$ cat src/rtl/boruss_loader_pkg.sv
// Shared definitions for the Boruss program loader: FSM state encodings,
// load_error codes and the default frame header byte.
package boruss_loader_pkg;

  typedef enum logic [2:0] {
    ST_SYNC  = 3'd0,
    ST_LEN   = 3'd1,
    ST_DATA  = 3'd2,
    ST_CSUM  = 3'd3,
    ST_DONE  = 3'd4,
    ST_ERROR = 3'd5
  } loader_state_e;

  localparam logic [1:0] ERR_NONE    = 2'b00;
  localparam logic [1:0] ERR_CSUM    = 2'b01;
  localparam logic [1:0] ERR_TIMEOUT = 2'b10;

  localparam logic [7:0] DEFAULT_SYNC_BYTE = 8'hB5;

endpackage

$ cat src/rtl/boruss_loader_timeout.sv
// Idle-cycle counter for the loader: counts enabled cycles since the last
// clear and flags expiry on the cycle that completes TIMEOUT_CYCLES idle cycles.
module boruss_loader_timeout #(
  parameter int unsigned TIMEOUT_CYCLES = 100000
) (
  input  logic clk,
  input  logic reset,
  input  logic enable,
  input  logic clear,
  output logic expired
);

  localparam int unsigned CW = (TIMEOUT_CYCLES > 1) ? $clog2(TIMEOUT_CYCLES) : 1;
  localparam logic [CW-1:0] LIMIT = CW'(TIMEOUT_CYCLES - 1);

  logic [CW-1:0] count_q, count_d;

  // Expiry is decoded from the registered count so the owner can abort in
  // the same cycle, before the counter itself would reach TIMEOUT_CYCLES.
  always_comb begin
    expired = enable && (count_q == LIMIT);
    count_d = count_q;
    if (clear || !enable) begin
      count_d = '0;
    end else if (!expired) begin
      count_d = count_q + 1'b1;
    end
  end

  always_ff @(posedge clk or posedge reset) begin
    if (reset) begin
      count_q <= '0;
    end else begin
      count_q <= count_d;
    end
  end

endmodule

$ cat src/rtl/boruss_program_loader.sv
// Framed byte-stream program loader: writes a checksummed image into program
// memory from address 0 and holds the CPU in reset until a good frame lands.
module boruss_program_loader
  import boruss_loader_pkg::*;
#(
  parameter int unsigned TIMEOUT_CYCLES = 100000,
  parameter logic [7:0]  SYNC_BYTE      = DEFAULT_SYNC_BYTE
) (
  input  logic       clk,
  input  logic       reset,
  input  logic [7:0] rx_data,
  input  logic       rx_valid,
  output logic       rx_ready,
  output logic       mem_we,
  output logic [7:0] mem_addr,
  output logic [7:0] mem_wdata,
  output logic       cpu_hold,
  output logic       load_done,
  output logic [1:0] load_error,
  output logic [2:0] loader_state
);

  loader_state_e state_q, state_d;
  logic [7:0] index_q, index_d;
  logic [8:0] count_q, count_d;
  logic [7:0] acc_q, acc_d;
  logic [1:0] err_q, err_d;
  logic       mem_we_q, mem_we_d;
  logic [7:0] mem_addr_q, mem_addr_d;
  logic [7:0] mem_wdata_q, mem_wdata_d;
  logic       cpu_hold_q, cpu_hold_d;
  logic       load_done_q, load_done_d;

  logic       accept;
  logic       tmo_enable;
  logic       tmo_clear;
  logic       tmo_expired;
  logic [7:0] csum_sum;

  boruss_loader_timeout #(
    .TIMEOUT_CYCLES(TIMEOUT_CYCLES)
  ) u_timeout (
    .clk     (clk),
    .reset   (reset),
    .enable  (tmo_enable),
    .clear   (tmo_clear),
    .expired (tmo_expired)
  );

  // A byte offered in the expiring cycle must not be handshaked, so the
  // state decode of rx_ready is gated by the timeout.
  always_comb begin
    tmo_enable = (state_q == ST_LEN) || (state_q == ST_DATA) || (state_q == ST_CSUM);
    rx_ready   = ((state_q == ST_SYNC) || tmo_enable) && !tmo_expired;
    accept     = rx_valid && rx_ready;
    csum_sum   = acc_q + rx_data;
  end

  always_comb begin
    state_d     = state_q;
    index_d     = index_q;
    count_d     = count_q;
    acc_d       = acc_q;
    err_d       = err_q;
    mem_we_d    = 1'b0;
    mem_addr_d  = mem_addr_q;
    mem_wdata_d = mem_wdata_q;

    case (state_q)
      ST_SYNC: begin
        if (accept && (rx_data == SYNC_BYTE)) begin
          state_d = ST_LEN;
          err_d   = ERR_NONE;
          index_d = '0;
          acc_d   = '0;
        end
      end
      ST_LEN: begin
        if (tmo_expired) begin
          state_d = ST_ERROR;
          err_d   = ERR_TIMEOUT;
        end else if (accept) begin
          count_d = (rx_data == 8'h00) ? 9'd256 : {1'b0, rx_data};
          state_d = ST_DATA;
        end
      end
      ST_DATA: begin
        if (tmo_expired) begin
          state_d = ST_ERROR;
          err_d   = ERR_TIMEOUT;
        end else if (accept) begin
          acc_d       = csum_sum;
          mem_we_d    = 1'b1;
          mem_addr_d  = index_q;
          mem_wdata_d = rx_data;
          index_d     = index_q + 8'd1;
          count_d     = count_q - 9'd1;
          if (count_q == 9'd1) begin
            state_d = ST_CSUM;
          end
        end
      end
      ST_CSUM: begin
        if (tmo_expired) begin
          state_d = ST_ERROR;
          err_d   = ERR_TIMEOUT;
        end else if (accept) begin
          if (csum_sum == 8'h00) begin
            state_d = ST_DONE;
          end else begin
            state_d = ST_ERROR;
            err_d   = ERR_CSUM;
          end
        end
      end
      ST_DONE:  state_d = ST_DONE;
      ST_ERROR: state_d = ST_SYNC;
      default:  state_d = ST_SYNC;
    endcase

    cpu_hold_d  = (state_d != ST_DONE);
    load_done_d = (state_d == ST_DONE);
    tmo_clear   = accept || (state_d != state_q);
  end

  always_ff @(posedge clk or posedge reset) begin
    if (reset) begin
      state_q     <= ST_SYNC;
      index_q     <= '0;
      count_q     <= '0;
      acc_q       <= '0;
      err_q       <= ERR_NONE;
      mem_we_q    <= 1'b0;
      mem_addr_q  <= '0;
      mem_wdata_q <= '0;
      cpu_hold_q  <= 1'b1;
      load_done_q <= 1'b0;
    end else begin
      state_q     <= state_d;
      index_q     <= index_d;
      count_q     <= count_d;
      acc_q       <= acc_d;
      err_q       <= err_d;
      mem_we_q    <= mem_we_d;
      mem_addr_q  <= mem_addr_d;
      mem_wdata_q <= mem_wdata_d;
      cpu_hold_q  <= cpu_hold_d;
      load_done_q <= load_done_d;
    end
  end

  always_comb begin
    mem_we       = mem_we_q;
    mem_addr     = mem_addr_q;
    mem_wdata    = mem_wdata_q;
    cpu_hold     = cpu_hold_q;
    load_done    = load_done_q;
    load_error   = err_q;
    loader_state = state_q;
  end

endmodule

$ cat config.mk
export PLATFORM = sky130hd
export DESIGN_NAME = boruss_program_loader
export DESIGN_NICKNAME = d
export VERILOG_FILES = /design/src/rtl/boruss_loader_pkg.sv /design/src/rtl/boruss_loader_timeout.sv /design/src/rtl/boruss_program_loader.sv
export SDC_FILE = /design/constraint.sdc
export NUM_CORES = 1
export LEC_CHECK = 0
export ABC_AREA = 1
export ABC_CLOCK_PERIOD_IN_PS = 5510
export BUFFER_PORTS_ARGS = -buffer_cell sky130_fd_sc_hd__buf_2
export CORE_MARGIN = 2
export CORE_UTILIZATION = 43
export DETAILED_ROUTE_END_ITERATION = 10
export GPL_ROUTABILITY_DRIVEN = 0
export GPL_TIMING_DRIVEN = 0
export PLACE_DENSITY = 0.71
export SYNTH_ARGS = -nofsm -noshare
export SYNTH_HDL_FRONTEND = slang
export SYNTH_SLANG_ARGS = --single-unit
$ cat constraint.sdc
create_clock -name clk -period 5.51 [get_ports clk]
set_input_delay 1.102 -clock clk [delete_from_list [all_inputs] [get_ports clk]]
set_output_delay 1.102 -clock clk [all_outputs]
set_load 0.05 [all_outputs]
### After elaboration in Yosys (flattened, before gate mapping)

Index checks and enable logic that the tools add are counted.

* output and inout port bits: 25
* word-level logic and storage cells: 91
* flip-flop bits (word level): 66
* input bits: 11

* reductions and logical operators: 22
* equal/unequal tests: 19
* mux-type cells: 34
* bitwise logic cells: 1
* add/sub/neg operators: 4

Operator list (number)
* 9-bit two-way mux: 5
* 8-bit two-way mux: 5
* 17-bit two-way mux: 2
* 8-bit case mux with 2 select lines: 2
* 3-bit two-way mux: 8
* 9-bit case mux with 2 select lines: 1
* 17-bit by 1-bit adder with 17-bit output (second input constant): 1
* 17-bit == test (second input constant): 1
* 8-bit zero test: 2
* 3-bit case mux with 5 select lines: 1
* 2-bit two-way mux: 5
* 5-bit AND reduction: 2
* 9-bit by 1-bit == test with 1-bit output (second input constant): 1
* 3-bit inequality test (second input constant): 3
* 9-bit by 1-bit subtractor with 9-bit output (second input constant): 1
* 8-bit by 1-bit adder with 8-bit output (second input constant): 1
* 8-bit adder: 1
* 8-bit == test (second input constant): 1
* 2-bit inequality test (second input constant): 4
* 3-bit by 2-bit == test with 1-bit output (second input constant): 2
* 3-bit == test (second input constant): 2
* 2-bit by 1-bit inequality test with 1-bit output (second input constant): 3
* 2-bit case mux with 3 select lines: 1
* 1-bit logical OR: 5
* 12 further kinds: 20

### Depth between registers and ports, before layout

Gate-level depths: netlist of the first run.

* depth in word-level cells: 14
* gate-level depth with buffers: 16
* gate-level depth less buffers: 16

### Hierarchy

A second synthesis of the first run with hierarchy kept.

* cells, all modules: 521
* area, all modules: 3877.5 sq um

By module, submodules not included
* boruss_program_loader: times used 1, area an instance 2766.4 sq um, cells each 354, seq. area each 1227.4 sq um
* boruss_loader_timeout: times used 1, area an instance 1111.1 sq um, cells each 167, seq. area each 425.4 sq um

### Worst setup path before layout of the first run

No wires, ideal clock.

* path kind: register -> output
* start: register state_q[1] (netlist: loader_state[1])
* end: output port rx_ready
* data arrival time: 1.434 ns
* buffers on the path: 0
* data required time: 4.408 ns
* cell stages (with the launch flop): 6
* setup slack: 2.974 ns
* cells stage by stage: dfrtp_1 -> nor2_2 -> nor2_1 -> inv_1 -> nor2_4 -> nor2_4

* word-level cells in the longest chain between the ends: 6
* elaborated cells between the ends (all ways): 10
* classes of those cells: 3 x eq/ne; 7 x reduce/logical

Ends and longest elaborated chain
* from (decl): line boruss_program_loader.sv:23 `loader_state_e state_q, state_d;`
* from (signal assigned): line boruss_program_loader.sv:139 `state_q <= state_d;`
* 3-bit by 1-bit == test with 1-bit output or 3-bit by 2-bit == test with 1-bit output (tied branches): line boruss_program_loader.sv:53 `tmo_enable = (state_q == ST_LEN) || (state_q == ST_DATA) || (state_q == ST_CSUM);`
* 1-bit logical OR (2 in series): line boruss_program_loader.sv:53
* 1-bit logical AND: line boruss_loader_timeout.sv:21 `expired = enable && (count_q == LIMIT);`
* 1-bit zero test
* 1-bit logical AND *: line boruss_program_loader.sv:54 `rx_ready = ((state_q == ST_SYNC) || tmo_enable) && !tmo_expired;`
* to (decl): line boruss_program_loader.sv:13 `output logic rx_ready,`

Every way passes the cells marked *; elsewhere a longest branch is shown, timed or not.

### Final worst setup path of the first run

* start: register u_timeout.count_q[0]
* end: output port rx_ready

* word-level cells in the longest chain between the ends: 4

Ends and longest elaborated chain
* from (decl): line boruss_loader_timeout.sv:16 `logic [CW-1:0] count_q, count_d;`
* from (signal assigned): line boruss_loader_timeout.sv:34 `count_q <= count_d;`
* 17-bit == test: line boruss_loader_timeout.sv:21
* 1-bit logical AND: line boruss_loader_timeout.sv:21
* 1-bit zero test
* 1-bit logical AND: line boruss_program_loader.sv:54

No other way between the ends.

==> results.md, run 1 <==
* Status: complete, no violations
* Skew-Pair Late Insertion Delay at 350 ps
* Root Driver: clkbuf_8
* Layout Area Growth over Synthesis at 14.0%
* Synth Flop Type: dfrtp_1
* Reg2Reg Setup Slack at 3450 ps
* Worst Setup Start Kind: flop
* Fillers at a little over 800
* Hold Crit Class: reg -> reg
* Distinct cells, synth at 38
* Die width at 97.0 um
* Fin crit share at a little over half
* Hold_buf cts at 0
* Placed Instances at 606
* Cell Pwr Density at 420 nW/um^2
* Nets at 535
* Drt via density at approximately 5.3
* Non-filler cells, final at 622
* Setup TNS at 0 ps
* Crit end category: output pin
* N_diodes at 0
* Setup Fix Bufs, Post-CTS at 0
* Avg WL per Cell at between 10 and 15 um
* Worst-path clk slew at 70 ps
* Iter 0 DRT Violations at 167
* Die height at 97.0 um
* Largest net degree at the start of global routing at 42
* Crit-path cells: ha_1 > nand3_2 > nor2_2 > nand3_2 > nor2_4 > nor2_4 > buf_2
* Avg Synthesized Cell Area at between 7 and 8 um^2
* Starting density of the core at 44.8%
* Worst path slowest cell: dfrtp_1
* Worst slew margin at 39.9%
* CTS tree: built
* Synthesized instance count at roughly 470
* R2r worst-path depth at 11
* Synth async-reset ratio at 100%
* Share of cells above drive strength 1 at approximately 16%
* Port Buffers at 35
* Post-layout minimum cycle time at between 3000 and 4000 ps
* Seq/Total Area, Yosys at 44.5%
* Hold path cells at 2
* Core footprint at approximately 8300 um^2
* Max capacitance violation total at 0
* Initial antenna violation count at 0
* Static Leak at 2.11 nW
* Worst-Margin Slew at between 900 and 1000 ps
* GRT Overall Usage at around a fifth
* H-tree levels at 3
* Hpwl dp at roughly 6.5 mm
* TritonCTS buffer count at 9
* DRC at 0
* Post-synth EDFFs at 0
* Yosys warns at 0
* Vias in the first global route at roughly 3,300
* Worst Hold End: mem_wdata[5]
* Slew Limit Fails at 0
* DR vias at 3,282
* Worst-case clock buffer depth at 2
* Global route total overflow at 0
* Die ar. at between 9000 and 10,000 um^2
* Design Power at approximately 1.8 mW
* Worst reg2reg endpoint: load_done
* Critical path type: reg -> out
* Critical R2R Launch: acc_q[0]
* RSZ-0062 raised after global routing: no
* Worst hold start: mem_wdata[5]
* Drt pass-1 iters at 7
* Io pins at 36
* Cts repair resizes at 0
* Crit path DAT at 1900 ps
* Routed Antenna Nets at 0
* Fmax at 0.333 GHz
* Max FO, Critical Path at 7
* Bufs and invs on worst path at 1
* Seq cells post-synth at 66
* CP required at between 4000 and 5000 ps
* FP Rows at 33
* Final hold viol count at 0
* CP max stage delay at between 300 and 400 ps
* Setup violations, final at 0
* Final wirelength at 8.86 mm
* Crit-path leading delay family: simple AND/OR/NAND/NOR gates
* Syn nets at between 400 and 500
* First-pass GRT wire length at 15.7 mm
* Worst VDD drop at about 250 uV
* Skew final at 9.14 ps
* Number of clock sinks at between 60 and 70
* Mapped Area at 3720 um^2
-- tightest hold or removal path: cells and delay by family (launching register included) --
kind	cells	cell delay, ps
flip-flops	1	340
AND/OR/NAND/NOR	2	100
-- flip-flops by register name (all words and copies together) (netlist names) --
name,flops
loader_state,3
cpu_hold,1
count_q,9
load_error,2
mem_we,1
mem_addr,8
mem_wdata,8
acc_q,8
index_q,8
u_timeout.count_q,17
load_done,1
-- where the power goes --
part	switching (mW)	internal, mW
Sequential	0.0873	0.618
Combinational	0.470	0.199
Clock	0.195	0.208
Total	0.753	1.02
-- cells in the mapped netlist, types with 3 or more instances --
master / number / area [um^2]
nor3_1: 10 / 50.1
xnor2_1: 6 / 52.6
nor2_1: 41 / 154
nand4_1: 15 / 93.8
xor2_1: 14 / 123
o22ai_1: 6 / 37.5
inv_1: 55 / 206
o21ai_1: 12 / 60.1
o211ai_1: 3 / 22.5
nand2_1: 131 / 492
nand3_2: 4 / 40.0
buf_2: 6 / 30.0
ha_1: 11 / 138
dfrtp_1: 65 / 1630
a21oi_1: 5 / 25.0
nor2_4: 3 / 33.8
nor2_2: 3 / 18.8
nand3_1: 27 / 135
o21ai_0: 23 / 115
-- metal layers --
metal	GRT usage, %	vias up	wire (um)
met5	0	-	0
met4	5.31	0	145
met3	4.77	15	510
met2	35.0	101	4300
met1	25.9	1559	3910
li1	-	1607	-
-- placed cells by master, fill, tap and decap left out, drive strengths merged, types with 2 or more instances in the layout --
| master | count |
|---|---|
| nor2 | 47 |
| o21ai | 36 |
| ha | 11 |
| buf | 45 |
| xor2 | 14 |
| clkinv | 5 |
| nand2 | 132 |
| xnor2 | 6 |
| a22o | 2 |
| o211ai | 3 |
| nand3 | 33 |
| nor3 | 11 |
| o22ai | 6 |
| inv | 58 |
| dfrtp | 65 |
| clkbuf | 9 |
| a21oi | 5 |
| nor3b | 2 |
| nand4 | 17 |
-- layout make-up --
type                    instances  area [um^2]  area share, %
well taps                     105          131           3.10
flip-flops and latches         66         1650           39.0
clock inverters                 7         70.1           1.65
clock buffers                   9          124           2.92
repair buffers                 36          195           4.61
inverters                      58          220           5.20
multi-input cells             332         1790           42.2
plain buffers                   9         56.3           1.33
-- cells by family after synthesis --
family,share of synthesized area [%]
buffers and inverters,7.44
xor gates and xnor gates,4.71
AOI/OAI and AO/OA,8.75
DFF,44.5
and+or+nand+nor,30.4
adders and majority gates,4.24
-- metrics by stage --
stage / worst slack (ps) / hold slack [ps] / cell area [um^2] / util, %
final: 2510 / 472 / 4240 / 51.0
after global routing: 2310 / 503 / 4240 / 51.0
after CTS: 2480 / 472 / 4240 / 51.0
after detailed placement: 2610 / 454 / 4040 / 48.7
after global placement: 1920 / 453 / 4020 / 48.5
after floorplan: 2750 / 446 / 3720 / -
-- worst max-delay path by stage --
stage	start	slack [ps]	to	cells past startpoint
after floorplan	reset	2750	acc_q[0]	1
final	u_timeout.count_q[0]	2510	rx_ready	7
after global routing	u_timeout.count_q[0]	2310	rx_ready	7
after CTS	u_timeout.count_q[0]	2480	rx_ready	7
after global placement	reset	1920	count_q[0]	2
after detailed placement	rx_data[0]	2610	load_done	12
Power figures use the tool's default switching activity.
==> run 2: changes to the inputs <==
Settings changed: ABC_CLOCK_PERIOD_IN_PS 5510 to 2490, PLACE_DENSITY 0.71 to 0.73.
Clock period 5.51 ns to 2.49 ns, I/O delays scaled along.
==> run 2 against run 1 <==
Against the previous run:
- critical path depth is the same
- cell count is the same
- critical endpoint unchanged
- global-route usage shrank 1.3 points
- routed wire length shrank 6.2%
- total power grew 120%
- clock power grew 120%
- sequential share of layout area shrank 0.15 points
- register-to-register slack lost 3000 ps
==> results.md, run 2 (synthesized netlist as in run 1, its figures left out) <==
* Crit path DAT at 1810 ps
* Layout Area Growth over Synthesis at 14.4%
* Slew Limit Fails at 0
* Setup violations, final at 0
* Met2 WL at 4.02 mm
* Max capacitance violation total at 0
* First-pass GRT wire length at 14.6 mm
* Io pins at 36
* Final wirelength at 8.31 mm
* Nets at 535
* Regs by FF count: u_timeout.count_q: 17 flops, count_q: 9 flops
* Hold_buf cts at 0
* Crit-path most repeated cell: nor2_4
* Iter 0 DRT Violations at 154
* Worst-case clock buffer depth at 2
* TritonCTS buffer count at 9
* Port Buffers at 35
* Fmax at 0.433 GHz
* Core footprint at 8300 um^2
* Crit end category: output pin
* Global route total overflow at 0
* Die ar. at ~9400 um^2
* Max FFs per register at 17
* Bufs and invs on worst path at 1
* Crit-path cells: ha_1 > nand3_4 > nor2_4 > nand3_2 > nor2_4 > nor2_4 > buf_2
* Skew final at 5.78 ps
* Setup ws final at between 150 and 200 ps
* Largest net degree at the start of global routing at 40
* GRT Overall Usage at 19.1%
* Worst Setup Start Kind: flop
* Drt via density at 5.14
* Avg WL per Cell at about 13 um
* Most common cell after layout, fill and taps aside: nand2_1
* Skew-Pair Late Insertion Delay at ~340 ps
* Hpwl dp at 6.24 mm
* DRC at 0
* CTS tree: built
* Setup Fix Bufs, Post-CTS at 0
* Initial antenna violation count at 0
* Root Driver: clkbuf_8
* Worst path slowest cell: dfrtp_1
* WL met1 at about 3.9 mm
* Hold Crit Class: in -> async
* Static Leak at 2.11 nW
* Worst-path clk slew at 70 ps
* Die width at 97.0 um
* Fin crit share at 92.8%
* N_diodes at 0
* Highest routed layer: met4
* CP required at 1990 ps
* H-tree levels at 3
* Met3 wire len at 299 um
* Drt pass-1 iters at 4
* Placed Instances at 606
* Die height at 97.0 um
* Final hold viol count at 0
* Routed Antenna Nets at 0
* DR vias at 3,200
* Starting density of the core at 44.8%
* Largest reg by FF count: u_timeout.count_q
* Most frequent cells in the layout: nand2_1 (131), dfrtp_1 (65), inv_1 (54)
* Worst-Margin Slew at between 600 and 700 ps
* Post-Place Worst Slack at 196 ps
* Non-filler cells, final at 622
* Number of clock sinks at 66
* Vias in the first global route at 3,180
* Worst slew margin at between 50 and 60%
* Worst VDD drop at 594 uV
* Cts repair resizes at 0
* Crit-path leading delay family: simple AND/OR/NAND/NOR gates
* RSZ-0062 raised after global routing: no
* FP Rows at 33
* Share of cells above drive strength 1 at ~15%
* CP max stage delay at 400 ps
* Cell Pwr Density at around 920 nW/um^2
* Critical path type: reg -> out
* Post-layout minimum cycle time at 2310 ps
* Status: complete, no violations
* Max FO, Critical Path at 7
## run 2: area by class of cell
| cell class | count | area [um^2] |
|---|---|---|
| clock buffers | 14 | 163 |
| multi-input cells | 332 | 1800 |
| fillers | 774 | 4050 |
| repair buffers | 36 | 195 |
| well taps | 105 | 131 |
| clock inverters | 2 | 35.0 |
| plain buffers | 9 | 56.3 |
| inverters | 58 | 220 |
| flip-flops and latches | 66 | 1650 |
## run 2: routing by layer
layer	up-vias	track usage [%]
li1	1612	-
met1	1525	24.7
met2	55	32.3
met3	8	4.48
met4	0	4.98
met5	-	0
## run 2: worst paths after layout
check | from | end | slack [ps] | cells after the start
max | u_timeout.count_q[0] | rx_ready | 180 | 7
min | reset | u_timeout.count_q[9] | 230 | 2
max reg2reg | acc_q[0] | load_done | 450 | 11
min reg2reg | mem_wdata[0] | mem_wdata[0] | 470 | 2
max in group asynchronous | reset | cpu_hold | 1580 | 3
min in group clk | rx_data[0] | mem_wdata[0] | 440 | 3
## run 2: metrics by stage
stage | cell area, um^2 | hold WS [ps] | utilization (%) | power (mW) | setup TNS, ps
finish | 4250 | 230 | 51.2 | 3.91 | 0
global route | 4250 | 274 | 51.2 | 4.20 | 0
CTS | 4240 | 242 | 51.1 | 3.94 | 0
detailed placement | 4040 | 457 | 48.7 | 3.03 | 0
global placement | 4020 | 450 | 48.5 | 2.99 | -30880
floorplan | 3720 | 446 | - | 2.69 | 0
## run 2: where the power goes
group / leakage (nW) / switching (mW) / internal, mW
Sequential: 0.856 / 0.184 / 1.37
Clock: 0.101 / 0.385 / 0.517
Combinational: 1.15 / 1.02 / 0.442
